`config.mk`:
```
export PLATFORM = sky130hd
export DESIGN_NAME = rr_dispatch8
export DESIGN_NICKNAME = d
export VERILOG_FILES = /design/src/rtl/rr_dispatch8_pkg.sv /design/src/rtl/rr_dispatch8_dmux8way.sv /design/src/rtl/rr_dispatch8.sv
export SDC_FILE = /design/constraint.sdc
export NUM_CORES = 1
export LEC_CHECK = 0
export ABC_AREA = 1
export BUFFER_PORTS_ARGS = -buffer_cell sky130_fd_sc_hd__clkbuf_2
export CORE_ASPECT_RATIO = 1.75
export CORE_MARGIN = 1
export CORE_UTILIZATION = 40
export CTS_CLUSTER_SIZE = 20
export DETAILED_ROUTE_END_ITERATION = 6
export GPL_TIMING_DRIVEN = 1
export SYNTH_ARGS = -nofsm -noshare
export SYNTH_HDL_FRONTEND = slang
export SYNTH_SLANG_ARGS = --single-unit
```
`constraint.sdc`:
```
create_clock -name clk -period 7.9 [get_ports clk]
set_input_delay 0 -clock clk [delete_from_list [all_inputs] [get_ports clk]]
set_output_delay 0 -clock clk [all_outputs]
set_load 0.01 [all_outputs]
```
`src/rtl/rr_dispatch8_pkg.sv`:
```
// Shared constants, state encoding and the round-robin search helper for rr_dispatch8.
package rr_dispatch8_pkg;

  localparam int NUM_CH = 8;
  localparam int SEL_W  = 3;

  typedef enum logic {EMPTY = 1'b0, FULL = 1'b1} state_t;

  // Result of a rotation search: none=1 when no channel is enabled.
  typedef struct packed {
    logic             none;
    logic [SEL_W-1:0] idx;
  } pick_t;

  // First enabled channel at or after 'start', wrapping mod NUM_CH.
  // Scanning offsets from the far end down lets the nearest hit win.
  function automatic pick_t pick(input logic [NUM_CH-1:0] mask,
                                 input logic [SEL_W-1:0]  start);
    pick_t            r;
    logic [SEL_W-1:0] k;
    r.none = (mask == '0);
    r.idx  = start;
    for (int i = NUM_CH - 1; i >= 0; i--) begin
      k = start + SEL_W'(i);
      if (mask[k]) r.idx = k;
    end
    return r;
  endfunction

endpackage

```
`src/rtl/rr_dispatch8_dmux8way.sv`:
```
// 1-to-8 demultiplexer gate: routes 'in' to the output bit selected by 'sel'.
module DMux8Way
  import rr_dispatch8_pkg::*;
(
  input  logic              in,
  input  logic [SEL_W-1:0]  sel,
  output logic [NUM_CH-1:0] out
);

  // One decode term per channel; at most one bit can be set.
  for (genvar k = 0; k < NUM_CH; k++) begin : g_dec
    assign out[k] = in & (sel == SEL_W'(k));
  end

endmodule

```
`src/rtl/rr_dispatch8.sv`:
```
// Round-robin dispatcher: one-word holding register whose valid is steered
// to a single output channel; channels can be dropped via enable_mask.
module rr_dispatch8
  import rr_dispatch8_pkg::*;
#(
  parameter int WIDTH = 16
) (
  input  logic              clk,
  input  logic              reset,
  input  logic [WIDTH-1:0]  in_data,
  input  logic              in_valid,
  output logic              in_ready,
  input  logic [NUM_CH-1:0] enable_mask,
  output logic [WIDTH-1:0]  out_data,
  output logic [NUM_CH-1:0] out_valid,
  input  logic [NUM_CH-1:0] out_ready,
  output logic [SEL_W-1:0]  sel,
  output logic [15:0]       xfer_count
);

  state_t           st;
  logic [SEL_W-1:0] ptr;
  logic [SEL_W-1:0] sel_nxt;
  logic             full;
  logic             drain;
  logic             accept;
  pick_t            pk;

  assign full    = (st == FULL);
  assign drain   = full & out_ready[sel];
  assign sel_nxt = sel + SEL_W'(1);

  // When the held word leaves this cycle the search resumes just past it,
  // which is what ptr would hold next cycle; this keeps 1 word/cycle.
  assign pk       = pick(enable_mask, drain ? sel_nxt : ptr);
  assign in_ready = ~pk.none & (~full | drain);
  assign accept   = in_valid & in_ready;

  DMux8Way u_dmux (
    .in  (full),
    .sel (sel),
    .out (out_valid)
  );

  // Holding register, rotation pointer and transfer counter.
  always_ff @(posedge clk or posedge reset) begin
    if (reset) begin
      st         <= EMPTY;
      ptr        <= '0;
      sel        <= '0;
      out_data   <= '0;
      xfer_count <= '0;
    end else begin
      if (drain) begin
        ptr        <= sel_nxt;
        xfer_count <= xfer_count + 16'd1;
      end
      // sel only moves on accept, so a held word never gets re-steered.
      if (accept) begin
        out_data <= in_data;
        sel      <= pk.idx;
        st       <= FULL;
      end else if (drain) begin
        st <= EMPTY;
      end
    end
  end

endmodule

```
# == Yosys cells after proc, flatten, opt, wreduce, memory -nomap -nowiden ==
# Cells that the tools add are included.
# op_classes
add_sub_neg,9
reduce_logical,3
n_mux,29
bitwise,14
n_eq_ne,7
magnitude_cmp,9
# ops
operator,count
"3-bit by 4-bit < comparator with 1-bit output, second input constant",9
1-bit binary-select mux with 3-bit select,9
3-bit two-way mux,9
"16-bit by 1-bit adder with 16-bit output, second input constant",1
"3-bit adder, second input constant",4
"3-bit == test, second input constant",4
1-bit bitwise AND,11
1-bit two-way mux,11
8-bit logical NOT,1
"3-bit by 1-bit adder with 3-bit output, second input constant",2
"3-bit by 2-bit adder with 3-bit output, second input constant",2
"3-bit by 2-bit == test with 1-bit output, second input constant",2
"3-bit by 1-bit == test with 1-bit output, second input constant",1
3-bit logical NOT,1
1-bit inverter,2
2-bit nonzero test,1
1-bit bitwise OR,1
# totals
register_bits,39
word_cells,76
out_inout_bits,44

# == Longest topological paths before layout ==
# logic_depth
ltp_word,15
mapped_depth,25
depth_no_buf,24

# == Hierarchy ==
# From an unflattened synthesis, not the netlist that was laid out.
# hier_totals
hier_cells,374
area_unflattened_um2,2558.7
# by_module_without_submodules
module,seq_area_each_um2,area_per_inst_um2,cells_each,n_inst
rr_dispatch8,975.9,2494.9,357,1
DMux8Way,0.0,63.8,17,1

# == Worst setup path before layout ==
# OpenSTA, ideal clock, no wires.
# synth_path
kind,register to register
startpoint,register sel[0]
endpoint,register sel[0]
arrival_time_ns,2.565
required_time_ns,7.782
stages_incl_launch_ff,24
setup_slack_ns,5.216
path_cell_list,dfrtp_1 inv_2 nand2_1 nand3_1 nand3_2 nand3_4 nand2_1 nand2_1 buf_6 ha_1 inv_1 nand3_1 o211ai_1 nand2_1 inv_1 o21ai_1 nand2_1 nand2_1 nand2_1 nand2_1 nand2_1 nand2_1 nand3_1 nand2_1
# synth_between
elab_chain_cells,15
word_cells_on_any_way,39
# synth_rtl
element,line,text
from (decl),rr_dispatch8.sv:17,"output logic [SEL_W-1:0] sel,"
from (signal assigned),rr_dispatch8.sv:61,sel <= pk.idx;
1-bit binary-select mux with 3-bit select,rr_dispatch8.sv:30,assign drain = full & out_ready[sel];
1-bit two-way mux (implied by the code),rr_dispatch8.sv:30,
1-bit bitwise AND,rr_dispatch8.sv:30,
3-bit two-way mux,n/a,
3-bit adder,rr_dispatch8_pkg.sv:24,k = start + SEL_W'(i);
1-bit binary-select mux with 3-bit select,rr_dispatch8_pkg.sv:25,if (mask[k]) r.idx = k;
1-bit two-way mux (implied by the code),rr_dispatch8_pkg.sv:25,
3-bit two-way mux (8 in a row),rr_dispatch8_pkg.sv:25,
# Parallel ways exist; a longest one is shown, timed or not. The select of a mux whose other input is x is not followed.
# A chain may end at the register's enable or synchronous reset.

# == Worst setup path in the final report ==
# Same ends and word-level chain as after synthesis.

==> metrics.md <==
| Metric | Value |
|---|---|
| Status | `completed` |
| Net count reported at finish | `516` |
| Worst setup path class | `flop to flop` |
| ANT nets after route | `0` |
| Yosys warns | `0` |
| TritonCTS clock tree | `yes` |
| CTS Root Cell | `clkbuf_8` |
| DR vias | `2669` |
| Reg-to-reg endpoint | `sel[0]` |
| Final wirelength | `7050 µm` |
| I/O Buffers | `78` |
| Ports | `79` |
| Final setup margin | `4.77 ns` |
| Mapped Nets | `421` |
| Asr flop ratio synth | `100%` |
| Worst slew pin tran | `0.748 ns` |
| Syn-to-layout area delta | `26.7%` |
| Leading area contributor after synthesis | `dfrtp_1` |
| Worst Setup SP | `sel[0]` |
| Dpl ws | `4.77 ns` |
| All-Layer GR Usage | `22.0%` |
| Yosys top cell area share | `37.5%` |
| Die height | `109 µm` |
| Ant. Diodes | `0` |
| CP required | `8.08 ns` |
| Setup Fix Bufs, Post-CTS | `0` |
| Wire per inst | `12.7 µm` |
| Ys flop type | `dfrtp_1` |
| Sinks on Clock Net | `39` |
| Sequential element share of the synthesized area | `37.5%` |
| Reg2Reg Launch Point | `sel[0]` |
| Hold Vio Cnt, Final | `0` |
| Mean Syn Cell Area | `6.88 µm²` |
| CTS resizes | `0` |
| CP endpoint | `sel[0]` |
| DP Area | `3040 µm²` |
| Post-synth EDFFs | `0` |
| Starting Density | `41.7%` |
| Max clock buf depth | `2` |
| R2R Setup Slk | `4.77 ns` |
| Die width | `62.9 µm` |
| CORE AREA | `6230 µm²` |
| Grt ovf | `0` |
| Seq cells post-synth | `39` |
| Worst Min Path Start | `out_ready[5]` |
| Setup violation total in the final timing report | `0` |
| Vias in the first global route | `2634` |
| Distinct cells, synth | `28` |
| Share of layout cells above drive strength 1 | `22.6%` |
| Largest cells by area after synthesis | `dfrtp_1 38%, nand2_1 24%, nand3_1 6.4%, inv_1 6.1%, ha_1 3.8%` |
| Largest net degree at the start of global routing | `40` |
| First-pass GRT wire length | `11700 µm` |
| Drt pass-1 iters | `4` |
| Iteration-0 DRC Markers | `138` |
| Fin crit period | `3.13 ns` |
| Fillers | `653` |
| Max Slew Vio Count | `0` |
| Top achievable clock speed | `0.319 GHz` |
| Most instantiated cells after synthesis | `168 x nand2_1, 42 x inv_1, 39 x dfrtp_1` |
| Max_cap viols | `0` |
| Most frequent cell after synthesis | `nand2_1` |
| # rows | `38` |
| Initial antenna violation count | `0` |
| Sequential standard cell area | `976 µm²` |
| Die ar. | `6840 µm²` |
| Skew final | `0.00822 ns` |
| Worst Path Arrival | `3.31 ns` |
| Hold Crit Class | `primary input to flop` |
| DP Wirelength | `5480 µm` |
| Residual DRC | `0` |
| Worst skew pair latency | `0.29 ns` |
| Cell area after synthesis | `2600 µm²` |
| Clk slew on worst S/H paths | `0.08 ns` |
| Synthesized instance count | `378` |
| Nature of the critical path startpoint | `flop` |
| Worst Path Max Fanout | `11` |
| Final Cell Area | `3290 µm²` |
| Vias per cell | `4.82` |
| Area of the multi-input gates | `1380 µm²` |
| H-tree Lvls | `2` |
| Cts bufs inserted | `5` |
| Crit end category | `flop` |
| RSZ-0062 raised after global routing | `false` |
| Sum Neg Setup Slack | `0 ns` |
| GP Congestion | `0.907` |
| Finished Core Util | `52.9%` |
| R2R cell count | `22` |
| Max_slew headroom | `50.0%` |
| Final period utilization | `39.7%` |
-- what timing repair did --
action	in CTS	in global routing
hold buffers	17	0
endpoints found under the setup margin	0	0
endpoints found under the hold margin	55	0
-- worst max-delay path, cell delays in order, from the launching register on --
cell	delay (ns)
dfrtp_1	0.56
inv_2	0.13
nand2_1	0.08
nand3_1	0.07
nand3_2	0.16
nand3_4	0.16
nand2_1	0.12
nand2_1	0.23
ha_1	0.40
inv_1	0.17
nand3_1	0.12
o211ai_1	0.12
nand2_1	0.10
inv_1	0.08
o21ai_1	0.06
nand2_1	0.05
nand2_1	0.04
nand2_1	0.05
nand2_1	0.06
nand2_1	0.05
nand2_1	0.04
nand3_1	0.07
nand2_1	0.08
-- area by class of cell --
cell class	count	share of cell area (%)
Inverter	48	5.47
Timing Repair Buffer	96	17.2
Multi-Input combinational cell	283	42.0
Clock inverter	2	0.380
Sequential cell	39	29.6
Tap cell	80	3.04
Clock buffer	6	2.20
-- per-stage QoR --
step / instances / hold slack, ns
after floorplan: 378 / 0.110
after global placement: 529 / 0.132
after detailed placement: 529 / 0.131
after CTS: 554 / 0.271
after global routing: 554 / 0.328
final: 554 / 0.275
-- cells in the final DEF, fill, tap and decap left out, types with 2 or more instances in the layout --
cell / n
xor2_1: 11
ha_1: 8
inv_2: 5
clkbuf_2: 78
a21oi_1: 6
clkbuf_8: 5
o211ai_1: 2
nand2_1: 168
dlygate4sd3_1: 17
nand3_4: 2
nor2_1: 17
nor4_1: 3
nor3_1: 3
inv_1: 42
nand4_1: 6
o21ai_1: 2
xnor2_1: 4
dfrtp_1: 39
nand3_1: 33
nand2_2: 10
-- how the worst min path moves through the flow --
stage | to | slack, ns | cells after the start
floorplan | out_data[0] | 0.11 | 2
global placement | xfer_count[6] | 0.13 | 3
detailed placement | xfer_count[6] | 0.13 | 3
CTS | ptr[1] | 0.27 | 7
global route | ptr[1] | 0.33 | 7
finish | ptr[1] | 0.27 | 7
-- cell families (layout without fill, tap and decap cells) --
logic type                 count (synthesis)  count (layout)  share of synthesized area (%)
buffers and inverters                     56             152                           9.24
DFF                                       39              39                           37.5
AOI/OAI and AO/OA                         14              14                           3.37
and+or+nand+nor                          246             246                           41.0
xor gates and xnor gates                  15              15                           5.05
adders and majority gates                  8               8                           3.85
-- layer usage --
metal  vias to the layer above  part of all wire [%]  global-route usage [%]  routed length (µm)
met3                        17                   3.2                    2.30                 225
met1                      1232                    37                    22.1                2600
met2                        59                    56                    42.5                3930
met5                         -                     0                       0                   0
met4                         0                   4.1                    13.0                 292
li1                       1361                     -                       -                   -
-- state kept, by name, summed over array words and instances (netlist names) --
register,flops
ptr,3
xfer_count,16
sel,3
out_data,16
full,1
Power is left out: the tool's default activity adds up to more than one toggle a clock period on the data nets, which glitch-free logic cannot reach.
